`config.mk`:
```
export PLATFORM = sky130hd
export DESIGN_NAME = ff_mem_rd_stream
export DESIGN_NICKNAME = d
export VERILOG_FILES = /design/src/rtl/ff_mem_rd_stream.sv
export SDC_FILE = /design/constraint.sdc
export NUM_CORES = 1
export LEC_CHECK = 0
export ABC_AREA = 1
export BUFFER_PORTS_ARGS = -buffer_cell sky130_fd_sc_hd__buf_2
export CORE_MARGIN = 3
export CORE_UTILIZATION = 40
export CTS_BUF_LIST = sky130_fd_sc_hd__clkbuf_8
export CTS_CLUSTER_SIZE = 20
export DETAILED_ROUTE_END_ITERATION = 12
export GPL_ROUTABILITY_DRIVEN = 0
export PLACE_DENSITY = 0.66
export RECOVER_POWER = 25
export SLEW_MARGIN = 20
export SYNTH_ARGS = -nofsm -noshare
export SYNTH_HDL_FRONTEND = slang
export SYNTH_SLANG_ARGS = --single-unit
```
`constraint.sdc`:
```
create_clock -name clk -period 1.45 [get_ports clk]
set_clock_uncertainty 0.15 [all_clocks]
set_input_delay 0.3625 -clock clk [delete_from_list [all_inputs] [get_ports clk]]
set_output_delay 0.3625 -clock clk [all_outputs]
set_load 0.01 [all_outputs]
```
`src/rtl/ff_mem_rd_stream.sv`:
```
// ff_mem_rd_stream
//   Read-side engine for a flip-flop memory with a combinational read port.
//   It accepts a command (start address, beat count), walks the memory ring
//   modulo DEPTH, and emits the words as a registered valid/ready stream.
//   The final beat of each command carries out_last. After that beat is
//   accepted, done pulses for one cycle.
//
// Ports
//   clk          rising-edge clock
//   rst          synchronous active-high reset
//   cmd_valid    command request
//   cmd_ready    command accept (IDLE only, low while rst is high)
//   cmd_addr     start address [AW-1:0]
//   cmd_len      beat count [AW:0], 0..2*DEPTH-1
//   mem_rd_addr  memory read address (the walking pointer)
//   mem_dout     memory read data for mem_rd_addr, same cycle
//   out_valid    output beat valid (registered)
//   out_ready    downstream accept
//   out_data     beat data (registered)
//   out_last     final beat of the command (registered)
//   done         one-cycle pulse on command completion (registered)
//
// state | meaning
// ------+---------------------------------------------------------------
// IDLE  | waiting for a command; cmd_ready high
// RUN   | loading one beat per cycle whenever the output register is free
// DRAIN | last beat loaded; waiting for the downstream to take it
module ff_mem_rd_stream #(
  parameter int DW = 8,
  parameter int AW = 4
) (
  input  logic          clk,
  input  logic          rst,
  input  logic          cmd_valid,
  output logic          cmd_ready,
  input  logic [AW-1:0] cmd_addr,
  input  logic [AW:0]   cmd_len,
  output logic [AW-1:0] mem_rd_addr,
  input  logic [DW-1:0] mem_dout,
  output logic          out_valid,
  input  logic          out_ready,
  output logic [DW-1:0] out_data,
  output logic          out_last,
  output logic          done
);

  typedef enum logic [1:0] {
    S_IDLE  = 2'd0,
    S_RUN   = 2'd1,
    S_DRAIN = 2'd2
  } state_t;

  localparam logic [AW:0] LEN_ONE = {{AW{1'b0}}, 1'b1};

  state_t        state;
  logic [AW-1:0] ptr;
  logic [AW:0]   remaining;
  logic          load;

  // The output register may take a new beat when it is empty or being drained.
  assign load        = !out_valid || out_ready;
  // Gated by rst so no command can be accepted during the reset edge.
  assign cmd_ready   = (state == S_IDLE) && !rst;
  assign mem_rd_addr = ptr;

  always_ff @(posedge clk) begin
    if (rst) begin
      state     <= S_IDLE;
      ptr       <= '0;
      remaining <= '0;
      out_valid <= 1'b0;
      out_data  <= '0;
      out_last  <= 1'b0;
      done      <= 1'b0;
    end else begin
      done <= 1'b0;
      case (state)
        S_IDLE: begin
          if (cmd_valid) begin
            ptr       <= cmd_addr;
            remaining <= cmd_len;
            if (cmd_len == '0) begin
              done <= 1'b1;
            end else begin
              state <= S_RUN;
            end
          end
        end
        S_RUN: begin
          if (load) begin
            // mem_dout is sampled at this edge. A memory write on the same
            // edge has not landed yet, so the pre-write word is captured.
            out_data  <= mem_dout;
            out_valid <= 1'b1;
            out_last  <= (remaining == LEN_ONE);
            ptr       <= ptr + 1'b1;
            remaining <= remaining - LEN_ONE;
            if (remaining == LEN_ONE) begin
              state <= S_DRAIN;
            end
          end
        end
        S_DRAIN: begin
          if (out_valid && out_ready) begin
            out_valid <= 1'b0;
            out_last  <= 1'b0;
            done      <= 1'b1;
            state     <= S_IDLE;
          end
        end
        default: begin
          state <= S_IDLE;
        end
      endcase
    end
  end

endmodule

```
==> impl_metrics.tcl <==
set metrics [dict create \
    run_status "finished with violations" \
    failed_checks "negative setup slack" \
    cts_sinks 22 \
    seqPwrFrac_pct 32.2 \
    regToRegEndpoint "remaining[0]" \
    clk_pin_slew_worst_paths_ns 0.07 \
    hp-start "mem_dout[4]" \
    hold_path_end "out_data[4]" \
    finalWorstPathRequiredPeriod_ns 1.49 \
    grt_util_all_layers_pct 16.3 \
    reg2reg_depth 8 \
    vias_in_the_first_global_route 1097 \
    r2r-start "state[0]" \
    power_per_cell_area_nw_per_um2 2170 \
    fp.dieH_um 58.8 \
    layout_net_count 245 \
    ys.warnings.count 0 \
    routed_wirelength_mm 2.91 \
    synth.cell_area_um2 1110 \
    grt_first_pass_wirelength_mm 4.42 \
    drive_gt1_share_pct 32.0 \
    floorplan.io_pins 37 \
    setup_viol_count_final 4 \
    final_hold_violating_endpoints 0 \
    first_pass_iters 4 \
    achievable-frequency_mhz 673 \
    syn_avg_cell_area_um2 6.60 \
    max-slew-margin-rel_pct 77.0 \
    detail_route.wl_per_cell_um 11.7 \
    clock_network_fraction_of_design_power_pct 11.1 \
    cts.htree.levels 1 \
    clk_path_buf_depth 2 \
    power.share.switching_pct 44.2 \
    count_of_routing_violations_after_the_opening_detailed_route_iteration 40 \
    cp.required_ns 0.94 \
    synth_seq_area_share_pct 39.5 \
    timing.critical_path.cells "nor2_4, inv_2, nor2_1, buf_2" \
    r2r_setup_slack_ns -0.03 \
    final_critical_path_share_of_the_clock_period_pct 102 \
    die_area_um2 3460 \
    most-common-layout-cells "nor2_1, nand2_1, buf_2" \
    worst_ep_arrival_time_ns 0.97 \
    criticalPathCategory "reg2out" \
    cpMaxStageDelayCell "dfxtp_4" \
    nFillCells 265 \
    worstSetupEndpointType "output pin" \
    power.share.combinational_pct 56.7 \
    synth_top_cells_by_area "dfxtp_1, nor2_1, nand2_1" \
    vias_per_cell 4.82 \
    final_common_cell "nor2_1" \
    detailedPlace.worstSlack_ns -0.0160 \
    chipWidth_um 58.8 \
    cts_inserted_buffers 3 \
    mappedNetlistNets 193 \
    num_rows 18 \
    worst_setup_path_start_kind "register" \
    remaining_drc_errors 0 \
    slew_of_the_pin_with_the_lowest_slew_margin_ns 0.344 \
    cellInternalPower_mw 1.85 \
    fin_ws_ns -0.0360 \
    grt_start_max_net_pins 12 \
    design_area_um2 1520 \
    number_of_antenna_violations_at_the_first_check_in_global_routing 0 \
    finalMaxSlewViolations 0 \
    critical_path.max_stage_delay_ns 0.35 \
    ant_diodes 0 \
    postRouteAntennaNets 0 \
    worst_ir_drop_vdd_v 0.00132 \
    numPortBuffers 36 \
    timing.max_cap.violations 0 \
    rsz_0062_raised_after_global_routing "true" \
    insertion_delay_ns 0.26 \
    post-dp-hpwl_mm 2.09 \
    finalPower_mw 3.31 \
    place_area_um2 1400 \
    synthCells 169 \
    yosys_register_bits 22 \
    clk_tree_root_cell "clkbuf_8" \
    synthToLayoutAreaGrowth_pct 36.7 \
    min_path_type "in2reg" \
    switching_power_mw 1.46 \
    core_region_area_um2 2570 \
    worstPathMaxFanout 2 \
    netlist.top_cell.by_area "dfxtp_1" \
    cellLeakagePower_nw 0.762 \
    synth_top_cell_area_share_pct 39.5 \
    global_route.overflow_total 0 \
    cts_tree "yes" \
    detailroute.via_count 1199 \
    initial_utilization_pct 43.4 \
    netlist-cell-type-count 21 \
    holdPathStages 3 \
]
-- worst max-delay path, delay by kind of cell (launching register included) --
family | cells | cell delay (ns)
AND/OR/NAND/NOR | 2 | 0.19
flip-flops | 1 | 0.35
buffers and inverters | 2 | 0.17
-- power groups by stage --
| stage | sequential [mW] | clock (mW) | combinational, mW |
|---|---|---|---|
| finish | 1.07 | 0.367 | 1.88 |
| CTS | 1.04 | 0.380 | 1.71 |
| floorplan | 1.12 | 0 | 0.996 |
| detailed placement | 1.05 | 0 | 1.63 |
| global placement | 1.04 | 0 | 1.59 |
| global route | 1.11 | 0.409 | 2.10 |
-- through the flow --
step,TNS [ns],hold slack (ns),util [%],std cells
floorplan,0,0.319,-,169
global placement,0,0.308,54.5,243
detailed placement,-0.0407,0.321,54.5,243
CTS,-0.0385,0.207,57.2,248
global route,-0.975,0.214,59.4,249
finish,-0.0946,0.190,59.4,249
-- worst max path at each step --
stage          slack (ns)           end  cells past startpoint       from
2_1_floorplan        0.11  remaining[2]                      7   state[0]
3_3_place_gp         0.02   out_data[7]                      5  out_ready
3_5_place_dp        -0.02   out_data[5]                      5  out_ready
4_1_cts             -0.04     cmd_ready                      4   state[0]
5_1_grt             -0.12  remaining[0]                      8   state[0]
6_report            -0.04     cmd_ready                      4   state[0]
-- cells in the mapped netlist (all sizes together) --
library cell / n
a32oi: 1
o211ai: 1
dfxtp: 22
o21ai: 19
xor2: 1
clkbuf: 2
nor2: 45
nand3: 9
a21oi: 10
nand4: 1
ha: 3
buf: 2
xnor2: 1
inv: 18
nand2: 34
-- metal layers --
metal	global-route usage, %	share of wire (%)	routed length, um
met5	0	0	0
met4	6.80	2.0	59
met3	4.17	4.1	120
met2	25.6	48	1400
met1	21.1	46	1340
-- state kept, by name, summed over array words and instances (netlist names) --
signal,count
state,2
out_data,8
out_valid,1
remaining,5
done,1
out_last,1
mem_rd_addr,4
-- cell families after synthesis --
family / after synthesis / share of synthesized area [%]
AOI/OAI and AO/OA: 31 / 14.8
adders and majority gates: 3 / 3.37
xor gates and xnor gates: 2 / 1.57
and+or+nand+nor: 89 / 32.5
DFF: 22 / 39.5
buffers and inverters: 22 / 8.19
-- layout make-up --
class,count,area [um2],share of cell area [%]
timing repair buffer,51,290,19.0
sequential,22,449,29.5
tap,30,37.5,2.46
multi-input combinational,125,636,41.7
clock buffer,3,41.3,2.71
inverter,18,70.1,4.60
-- what timing repair did --
item	4_1_cts	5_1_grt
buffers inserted	2	1
setup endpoints to repair	1	22
resized for setup	6	25
pin swaps	1	3
hold buffers	0	0
Note: power is estimated with default switching activity, not from simulation.
